<file path="src/rtl/uart_pkg.sv">
// Shared constants for the UART io_core blocks.
package uart_pkg;

  // Byte width of the UART datapath.
  localparam int unsigned DATA_W = 8;

  // Divisor after reset: 100 MHz / (16 * 9600) - 1.
  localparam int unsigned DVSR_RST_DEFAULT = 650;

endpackage

</file>
<file path="src/rtl/reg_fifo.sv">
// Register-based synchronous FIFO with first-word fall-through read port.
// Pointers carry one extra wrap bit so full and empty are distinguishable.
module reg_fifo #(
  parameter int unsigned DATA_W = 8,
  parameter int unsigned ADDR_W = 2
) (
  input  logic              clk,
  input  logic              reset,
  input  logic              wr,
  input  logic [DATA_W-1:0] w_data,
  input  logic              rd,
  output logic [DATA_W-1:0] r_data,
  output logic              empty,
  output logic              full,
  output logic [ADDR_W:0]   count
);

  localparam int unsigned Depth = 2 ** ADDR_W;

  logic [DATA_W-1:0] mem_q [Depth];
  logic [ADDR_W:0]   wr_ptr_q, wr_ptr_d;
  logic [ADDR_W:0]   rd_ptr_q, rd_ptr_d;
  logic              push, pop;

  // Qualify requests: a pop on empty is ignored; a push on full is only
  // accepted when a pop frees a slot on the same edge.
  always_comb begin
    empty    = (wr_ptr_q == rd_ptr_q);
    full     = (wr_ptr_q[ADDR_W] != rd_ptr_q[ADDR_W]) &&
               (wr_ptr_q[ADDR_W-1:0] == rd_ptr_q[ADDR_W-1:0]);
    count    = wr_ptr_q - rd_ptr_q;
    pop      = rd && !empty;
    push     = wr && (!full || pop);
    wr_ptr_d = push ? wr_ptr_q + 1'b1 : wr_ptr_q;
    rd_ptr_d = pop  ? rd_ptr_q + 1'b1 : rd_ptr_q;
  end

  // Storage is deliberately not reset; r_data is meaningless while empty.
  always_ff @(posedge clk) begin
    if (push) begin
      mem_q[wr_ptr_q[ADDR_W-1:0]] <= w_data;
    end
  end

  // Pointer registers.
  always_ff @(posedge clk) begin
    if (reset) begin
      wr_ptr_q <= '0;
      rd_ptr_q <= '0;
    end else begin
      wr_ptr_q <= wr_ptr_d;
      rd_ptr_q <= rd_ptr_d;
    end
  end

  // Head of queue straight from storage: no path from rd to r_data.
  assign r_data = mem_q[rd_ptr_q[ADDR_W-1:0]];

endmodule

</file>
<file path="src/rtl/uart_rx_ctrl.sv">
// UART receive controller: programmable baud tick generator, receive byte
// FIFO and sticky overrun flag for the processor-side register slot.
module uart_rx_ctrl
  import uart_pkg::*;
#(
  parameter int unsigned DVSR_W   = 11,
  parameter int unsigned DVSR_RST = DVSR_RST_DEFAULT,
  parameter int unsigned FIFO_AW  = 2
) (
  input  logic              clk,
  input  logic              reset,
  input  logic              dvsr_wr,
  input  logic [DVSR_W-1:0] dvsr_in,
  output logic              s_tick,
  input  logic              rx_done_tick,
  input  logic [DATA_W-1:0] rx_dout,
  input  logic              rd_uart,
  output logic [DATA_W-1:0] r_data,
  output logic              rx_empty,
  output logic              rx_full,
  output logic [FIFO_AW:0]  rx_count,
  output logic              overrun,
  input  logic              clr_overrun
);

  logic [DVSR_W-1:0] dvsr_q, dvsr_d;
  logic [DVSR_W-1:0] cnt_q, cnt_d;
  logic              overrun_q, overrun_d;
  logic              drop;

  // Baud counter runs 0..dvsr; a divisor write restarts the period.
  always_comb begin
    s_tick = (cnt_q == dvsr_q);
    dvsr_d = dvsr_q;
    cnt_d  = s_tick ? '0 : cnt_q + 1'b1;
    if (dvsr_wr) begin
      dvsr_d = dvsr_in;
      cnt_d  = '0;
    end
  end

  // Byte lost only when full with no pop on the same edge; set beats clear.
  always_comb begin
    drop      = rx_done_tick && rx_full && !rd_uart;
    overrun_d = overrun_q;
    if (clr_overrun) overrun_d = 1'b0;
    if (drop)        overrun_d = 1'b1;
  end

  // Baud generator and overrun state.
  always_ff @(posedge clk) begin
    if (reset) begin
      dvsr_q    <= DVSR_W'(DVSR_RST);
      cnt_q     <= '0;
      overrun_q <= 1'b0;
    end else begin
      dvsr_q    <= dvsr_d;
      cnt_q     <= cnt_d;
      overrun_q <= overrun_d;
    end
  end

  assign overrun = overrun_q;

  reg_fifo #(
    .DATA_W (DATA_W),
    .ADDR_W (FIFO_AW)
  ) u_fifo (
    .clk    (clk),
    .reset  (reset),
    .wr     (rx_done_tick),
    .w_data (rx_dout),
    .rd     (rd_uart),
    .r_data (r_data),
    .empty  (rx_empty),
    .full   (rx_full),
    .count  (rx_count)
  );

endmodule
</file>
<file path="config.mk">
export PLATFORM = sky130hd
export DESIGN_NAME = uart_rx_ctrl
export DESIGN_NICKNAME = d
export VERILOG_FILES = /design/src/rtl/uart_pkg.sv /design/src/rtl/reg_fifo.sv /design/src/rtl/uart_rx_ctrl.sv
export SDC_FILE = /design/constraint.sdc
export NUM_CORES = 1
export LEC_CHECK = 0
export CORE_ASPECT_RATIO = 0.6
export CORE_MARGIN = 1.5
export CORE_UTILIZATION = 25
export CTS_CLUSTER_SIZE = 10
export DETAILED_ROUTE_END_ITERATION = 7
export PLACE_DENSITY = 0.52
export SYNTH_ARGS = -nofsm -noshare
export SYNTH_HDL_FRONTEND = slang
export SYNTH_SLANG_ARGS = --single-unit
</file>
<file path="constraint.sdc">
create_clock -name clk -period 2.4 [get_ports clk]
set_input_delay 0.48 -clock clk [delete_from_list [all_inputs] [get_ports clk]]
set_output_delay 0.48 -clock clk [all_outputs]
set_load 0.005 [all_outputs]
</file>
# Word-level counts from Yosys, hierarchy flattened
# Memories as Yosys holds them, arrays and structs flattened. A register that Yosys moved wholly into a read port is not among the register bits.
# Index checks and enable logic that the tools add are counted.
# classes
add_sub_neg,4
eq_ne,4
n_mux,6
n_reduce_logical,11
# op_table
operator,n
11-bit by 1-bit adder with 11-bit output (second input constant),1
11-bit == test,1
3-bit by 1-bit adder with 3-bit output (second input constant),2
1-bit logical AND,5
1-bit 2-to-1 mux,4
2-bit 2-to-1 mux,2
3-bit == test,1
1-bit zero test,3
3-bit OR reduction,1
3-bit subtractor,1
2-bit == test,1
2-bit nonzero test,1
1-bit logical OR,1
1-bit inequality test,1
# totals
ff_bits,29
ramBits,32
inputBits,25
memories,1
# memory_table
memory,words,word_bits,rd,rd_clocked_by_memory_dff,write_ports,line,text
u_fifo.mem_q,4,8,1,1,1,reg_fifo.sv:20,logic [DATA_W-1:0] mem_q [Depth];

# Logic depth before layout (Yosys ltp)
# Gate-level depths: netlist of run 1.
# logic_depth
word_depth,7
ltp_mapped,6
depth_no_buf,6

# Modules after synthesis
# Synthesis of run 1 repeated with hierarchy kept, for this count alone.
# unflattened
cells_unflattened,203
hier_area_um2,2688.8
# by_module_without_submodules
mod,n_inst,cells_each,area_each_um2,seq_area_each_um2
reg_fifo,1,97,1670.4,1121.1
uart_rx_ctrl,1,106,1018.5,460.4

# Worst setup path before layout of run 1
# No wires, ideal clock.
# synth_timing
kind,reg2reg
startpoint,reg u_fifo.wr_ptr_q[0]
endpoint,"mem u_fifo.mem_q[0][0], enable pin"
setup_ns,0.260
arrival_ns,1.438
required_time_ns,2.140
path_slack_ns,0.702
stages_incl_launch_ff,6
path_buffers,0
path_cell_list,dfxtp_1 > inv_1 > ha_1 > nand2_1 > o31a_2 > and2_2
# synth_via
elab_chain_len,7
word_cells_on_any_way,10
# synth_lines
item,line,text
"start, declared",reg_fifo.sv:21,"logic [ADDR_W:0] wr_ptr_q, wr_ptr_d;"
"start signal, assigned",reg_fifo.sv:51,wr_ptr_q <= wr_ptr_d;
3-bit == test or 2-bit == test (tied branches),"reg_fifo.sv:28, reg_fifo.sv:30",
1-bit zero test or 1-bit logical AND (tied branches),"reg_fifo.sv:32, reg_fifo.sv:29",
1-bit logical AND or 1-bit zero test (tied branches),"reg_fifo.sv:32, reg_fifo.sv:33",
1-bit logical OR,reg_fifo.sv:33,push = wr && (!full || pop);
1-bit logical AND,reg_fifo.sv:33,
1-bit 2-to-1 mux,reg_fifo.sv:40,if (push) begin
1-bit 2-to-1 mux (implied by the code),reg_fifo.sv:41,mem_q[wr_ptr_q[ADDR_W-1:0]] <= w_data;
"end, declared",reg_fifo.sv:20,
# Several ways; a longest one is shown, not always the timed one.

==> impl_results.md, run 1 <==
- Flops & latches, synth: 63
- TritonRoute pass-1 iters: 4
- Number of global-route vias before repair: 1622
- Final WL: 5190 um
- Met2 wire length: between 1500 and 2000 um
- Hold_ws: 0.520 ns
- Final Wtd Congestion: 0.722
- Hold_buf cts: 0
- Wire length on met1: ~2900 um
- Final period util: a little over nine tenths
- Dpl hpwl: ~3700 um
- Reg power frac: 41.9%
- Kind of start point of the critical path: register
- Setup violations, final: 0
- Clock tree root driver cell: clkbuf_16
- DR vias: 1586
- Leading area contributor after synthesis: edfxtp_1
- Initial antenna violation count: 0
- WP data arrival: between 1.5 and 2 ns
- IO Port Bufs: 39
- R2r endpoint: u_fifo.mem_q[0][7]
- Max Cap Violations: 0
- Unique masters post-synth: 29
- GRT Residual Overflow: 0
- Fin. Hold Viols: 0
- DRT iter0 DRCs: 86
- H-tree depth: 3
- Core Box Area: 9980 um2
- Synth Cell Area: 2600 um2
- DRC violations left: 0
- Setup repair bufs after CTS: 0
- Peak VDD IR: approximately 0.33 mV
- Worst relative slew slack: between 60% and 70%
- Sw power: 674 uW
- Area contributors post-synth: edfxtp_1 37%, dfxtp_1 24%, mux4_2 6.9%, xnor2_1 5.4%, nor2_1 4.2%
- CTS Buf Count: 9
- Post-synthesis compound-gate area fraction: 3.13%
- Critical Path RT: 1.92 ns
- Die ar.: 11000 um2
- Worst Path Max Fanout: 8
- Worst skew pair latency: 0.33 ns
- Pint: about 2300 uW
- Slew @ Worst Pin: 0.461 ns
- Met3 wire len: about 280 um
- Tot Pwr: slightly below 3000 uW
- Top cell type's share of synthesized area: a little under two fifths
- Status: complete, no violations
- Setup TNS: 0 ns
- Clk sinks: 63
- Clk pwr share: ~42%
- Leakage: around 0.0012 uW
- Diode count: 0
- CTS Buffer Depth: 2
- Sw Share: 23.0%
- Die Span Y: 82.0 um
- Largest net degree at the start of global routing: 20
- Vias per Instance: about 4.1
- Setup crit end kind: output pin
- Area grow syn2layout: 33.9%
- Synth Area in XOR/XNOR: 9.10%
- Post-route ant nets: 0
- Layout Nets: roughly 280
- Slew Viols, Final: 0
- Min-delay src: dvsr_q[10]
- Synth Area in Simple Gates: 9.96%
- Reg clk slew, reported paths: 0.05 ns
- YS warnings: 0
- Post-synth EDFFs: 32
- Avg WL per Cell: about 14 um
- Row cnt: 28
- First-pass GRT wire length: roughly 8600 um
- Die Wd: around 130 um
- Setup crit end: r_data[2]
- Combinational power share: approximately 16%
- Largest family of logic cells by synthesized area: multiplexers
- GRT Util Overall: between 10 and 15%
- Asr flop ratio synth: 0%
- Pre-CTS WS: 0.203 ns
- Sequential-to-total area share from yosys stat: 60.8%
- R2r setup slk: 0.65 ns
- Highest routed layer: met4
- R2r startpoint: u_fifo.wr_ptr_q[0]
- Initial core utilization: 26.0%
- Adder-cell share of the synthesized area: 4.62%
- Min cycle time layout: roughly 2.3 ns
- Mapped Cells: around 190
- Synth Flop Type: edfxtp_1
- Unrepaired setup endpoints after global routing: false
- Layout cells sized above 1: 15.7%
- Syn Nets: approximately 230
- PwrDens: about 840 nW/um2
- Fin Clk Skew: about 0.0063 ns
- Peak Freq: 433 MHz
- Mux share of post-synthesis cell area: 10.4%
- Crit path kind: reg -> out
- Setup WS post-layout: 0.0890 ns
- Min-Delay Path Class: reg -> reg
- Cells on worst reg2reg path: 5
- CTS tree: built
- Avg Cell Area, Syn: approximately 14 um2
- Ports: 40
## power groups by stage
stage | clock, uW | sequential, uW | combinational, uW
finish | 1250 | 1230 | 461
global route | 1330 | 1240 | 510
CTS | 1290 | 1230 | 463
detailed placement | 0 | 1250 | 468
global placement | 0 | 1250 | 469
floorplan | 0 | 1240 | 240
## repair_timing
action | CTS | global route
resized for setup | 4 | 4
cloned | 0 | 0
endpoints found under the setup margin | 3 | 11
## Yosys cell counts (5+ instances only)
library cell   n
edfxtp_1      32
xor2_1        11
xnor2_1       16
nor2_1        29
nor2b_1        5
mux4_2         8
ha_1           8
nand4_1        6
mux2i_1        9
inv_1          6
dfxtp_1       31
## registers in the layout, summed over array words and instances (netlist names), named ones only
signal           cells
dvsr_q              11
cnt_q               11
u_fifo.wr_ptr_q      3
overrun              1
u_fifo.mem_q        32
u_fifo.rd_ptr_q      3
## layout make-up
type / instances / area, um2
fill: 993 / 6500
timing repair buffer: 46 / 444
tap: 135 / 169
multi-input combinational: 117 / 970
inverter: 6 / 22.5
sequential: 63 / 1590
clock inverter: 6 / 61.3
clock buffer: 10 / 229
## cells in the final DEF, fill, tap and decap left out, types with 2 or more instances in the layout
cell             Yosys  routed
and2_2               3       3
edfxtp_1            32      32
xnor2_1             16      16
nor2_1              29      29
nand4_1              6       6
inv_1                6       5
dfxtp_2              0       3
mux4_2               8       8
and3_1               2       2
nand3_1              4       4
buf_4                1       6
xor2_1              11      11
dfxtp_1             31      28
dlygate4sd2_1        0       2
nor2b_1              5       5
clkbuf_16            0       9
ha_1                 8       8
nor3_1               2       2
a211o_1              4       4
mux2i_1              9       9
clkdlybuf4s50_1      0      37
clkinvlp_4           0       3
## metrics by stage
| stage | utilization, % | cells | cell area (um2) |
|---|---|---|---|
| 2_1_floorplan | - | 192 | 2600 |
| 6_report | 34.9 | 383 | 3480 |
| 3_5_place_dp | 31.9 | 367 | 3180 |
| 4_1_cts | 34.8 | 383 | 3470 |
| 5_1_grt | 34.9 | 383 | 3480 |
| 3_3_place_gp | 31.9 | 367 | 3180 |
## kinds of logic (layout without fill, tap and decap cells)
family                   count (synthesis)  in the layout
buffers and inverters                   12             68
XOR/XNOR                                27             27
adder cells (fa/ha/maj)                  9              9
AND/OR/NAND/NOR                         54             54
flip-flops                              63             63
AO/OA/AOI/OAI                           10             10
multiplexers                            17             17
## routing by layer
metal	vias up	global-route usage, %
met5	-	0
met4	0	5.81
met3	9	4.38
met2	34	13.9
met1	753	15.3
li1	790	-
## critical path, cell delays in order, from the launching register on
cell and delay, ns:
dfxtp_1 0.32, buf_6 0.17, mux4_2 0.54, clkdlybuf4s50_1 0.47
## how the worst min path moves through the flow
stage,depth (start not counted),slack [ns],end
after global routing,2,0.56,dvsr_q[10]
after global placement,2,0.50,dvsr_q[10]
final,2,0.52,dvsr_q[10]
after detailed placement,2,0.51,dvsr_q[10]
after CTS,2,0.52,dvsr_q[10]
after floorplan,1,0.48,cnt_q[0]
Power figures use the tool's default switching activity.
==> run 2, diff against run 1 <==
- CAP_MARGIN: default -> 5
- CORE_UTILIZATION: 25 -> 53
- PLACE_DENSITY: 0.52 -> 0.88
==> impl_results.md, run 2 (same netlist as run 1, synthesis figures left out) <==
- Status: complete, no violations
- Hold_ws: 0.532 ns (+0.0128 ns)
- Max Cap Violations: 0 (unchanged)
- DRT iter0 DRCs: 89 (+3.5%)
- Wire length on met1: 2340 um (-18%)
- Min cycle time layout: 2.33 ns (+0.0179 ns)
- Hold_buf cts: 0 (unchanged)
- Layout Nets: 275 (-0.72%)
- Ports: 40 (unchanged)
- Die Span Y: 57.3 um (-30%)
- Peak Freq: 429 MHz (-0.77%)
- Final period util: 97.0% (+0.75 points)
- Met3 wire len: 306 um (+10%)
- Die ar.: 5350 um2 (-52%)
- R2r startpoint: u_fifo.wr_ptr_q[0]
- Core Box Area: 4640 um2 (-54%)
- Clock tree root driver cell: clkbuf_8
- Reg clk slew, reported paths: 0.07 ns (+0.02 ns)
- Dpl hpwl: 3480 um (-5.9%)
- Initial core utilization: 56.1% (+30 points)
- Setup crit end kind: output pin
- Kind of start point of the critical path: register
- DRC violations left: 0 (unchanged)
- Final Wtd Congestion: 0.788 (+9.1%)
- GRT Util Overall: 21.0% (+10 points)
- Pre-CTS WS: 0.199 ns (-0.00360 ns)
- Min-Delay Path Class: reg -> reg
- CP max stage cell: mux4_2
- Crit path cell chain: buf_4 -> mux4_2 -> clkdlybuf4s50_1
- Area grow syn2layout: 27.1%
- R2r endpoint: u_fifo.mem_q[1][3]
- Largest net degree at the start of global routing: 20 (unchanged)
- Clk sinks: 63 (unchanged)
- Slew @ Worst Pin: 0.395 ns (-0.0665 ns)
- Setup TNS: 0 ns (unchanged)
- Initial antenna violation count: 0 (unchanged)
- Highest routed layer: met4
- DR vias: 1601 (+0.95%)
- Fin Clk Skew: 0.00680 ns (+0.000497 ns)
- Met2 wire length: 2260 um (+17%)
- Number of global-route vias before repair: 1641 (+1.2%)
- Most common cell after layout, fill and taps aside: clkdlybuf4s50_1
- Min-delay src: dvsr_q[8]
- Die Wd: 93.4 um (-31%)
- CTS tree: built
- Most frequent cells in the layout: 37 x clkdlybuf4s50_1, 32 x edfxtp_1, 29 x nor2_1
- Worst relative slew slack: 73.6% (+4.4 points)
- Vias per Instance: 5.18 (+25%)
- Slew Viols, Final: 0 (unchanged)
- CTS Buffer Depth: 2 (unchanged)
- First-pass GRT wire length: 8180 um (-4.7%)
- Setup WS post-layout: 0.0711 ns (-0.0179 ns)
- Final WL: 4970 um (-4.2%)
- CP max stage delay: 0.52 ns (-0.02 ns)
- Crit path kind: reg -> out
- Setup violations, final: 0 (unchanged)
- Layout fillers: 317 (-68%)
- Layout cells sized above 1: 15.9% (+0.13 points)
- IO Port Bufs: 39 (unchanged)
- Worst Path Max Fanout: 8 (unchanged)
- Critical Path RT: 1.92 ns (about the same)
- Fin. Hold Viols: 0 (unchanged)
- WP data arrival: 1.85 ns (+0.02 ns)
- Avg WL per Cell: 16.1 um (+19%)
- Setup crit end: r_data[4]
- Row cnt: 19 (-32%)
- Cells on worst reg2reg path: 5 (unchanged)
- PwrDens: 805 nW/um2 (-4.6%)
- H-tree depth: 3 (unchanged)
- R2r setup slk: 0.65 ns (about the same)
- Leakage: 0.00121 uW (-2.8%)
- Peak VDD IR: 0.507 mV (+52%)
- Post-route ant nets: 0 (unchanged)
- Diode count: 0 (unchanged)
- Worst skew pair latency: 0.33 ns (about the same)
- CTS Buf Count: 9 (unchanged)
- GRT Residual Overflow: 0 (unchanged)
- Max reg flops: 32 (unchanged)
- Finished Core Util: 71.3% (+36 points)
- TritonRoute pass-1 iters: 4 (unchanged)
==> run 2: changes by cell type in the layout (fill, tap and decap cells not counted), sizes merged <==
cell      change
buf           -2
bufinv        +1
clkinvlp      -1
==> run 2: final cells by class <==
cell class / count / area, um2 / share of cell area [%]
Tap cell: 63 / 78.8 / 2.39
Inverter: 6 / 22.5 / 0.682
Sequential cell: 63 / 1590 / 48.0
Multi-Input combinational cell: 117 / 977 / 29.6
Clock inverter: 6 / 85.1 / 2.57
Clock buffer: 10 / 128 / 3.86
Timing Repair Buffer: 44 / 425 / 12.9
==> run 2: worst min-delay path by stage <==
stage | depth (start not counted) | endpoint | slack, ns
after floorplan | 1 | cnt_q[0] | 0.48
after global placement | 2 | dvsr_q[4] | 0.50
after detailed placement | 2 | dvsr_q[6] | 0.52
after CTS | 2 | dvsr_q[6] | 0.54
after global routing | 2 | dvsr_q[5] | 0.57
final | 2 | dvsr_q[8] | 0.53
==> run 2: repair_timing <==
| item | 4_1_cts | 5_1_grt |
|---|---|---|
| resized for setup | 6 | 3 |
| setup buffers | 0 | 0 |
| setup endpoints to repair | 4 | 3 |
==> run 2: where the power goes <==
| group | switching (uW) | internal (uW) | leakage (uW) |
|---|---|---|---|
| clock network | 396 | 581 | 0.000102 |
| logic | 183 | 269 | 0.000554 |
| registers | 39.1 | 1190 | 0.000549 |
| total | 618 | 2040 | 0.00121 |
==> run 2: through the flow <==
| step | cell area [um2] | cells | total power, uW |
|---|---|---|---|
| floorplan | 2600 | 192 | 1480 |
| global placement | 3080 | 293 | 1690 |
| detailed placement | 3080 | 293 | 1710 |
| CTS | 3290 | 309 | 2670 |
| global route | 3300 | 309 | 2760 |
| finish | 3300 | 309 | 2660 |
==> run 2: worst max-delay path: cells and delay by family, from the launching register on <==
| family | cells | cell delay, ns |
|---|---|---|
| buffers and inverters | 2 | 0.67 |
| multiplexers | 1 | 0.52 |
| flip-flops | 1 | 0.32 |
==> run 2: per-layer routing <==
metal / track usage [%] / up-vias
li1: - / 784
met5: 0 / -
met2: 32.2 / 44
met3: 7.20 / 9
met1: 28.3 / 764
met4: 7.14 / 0
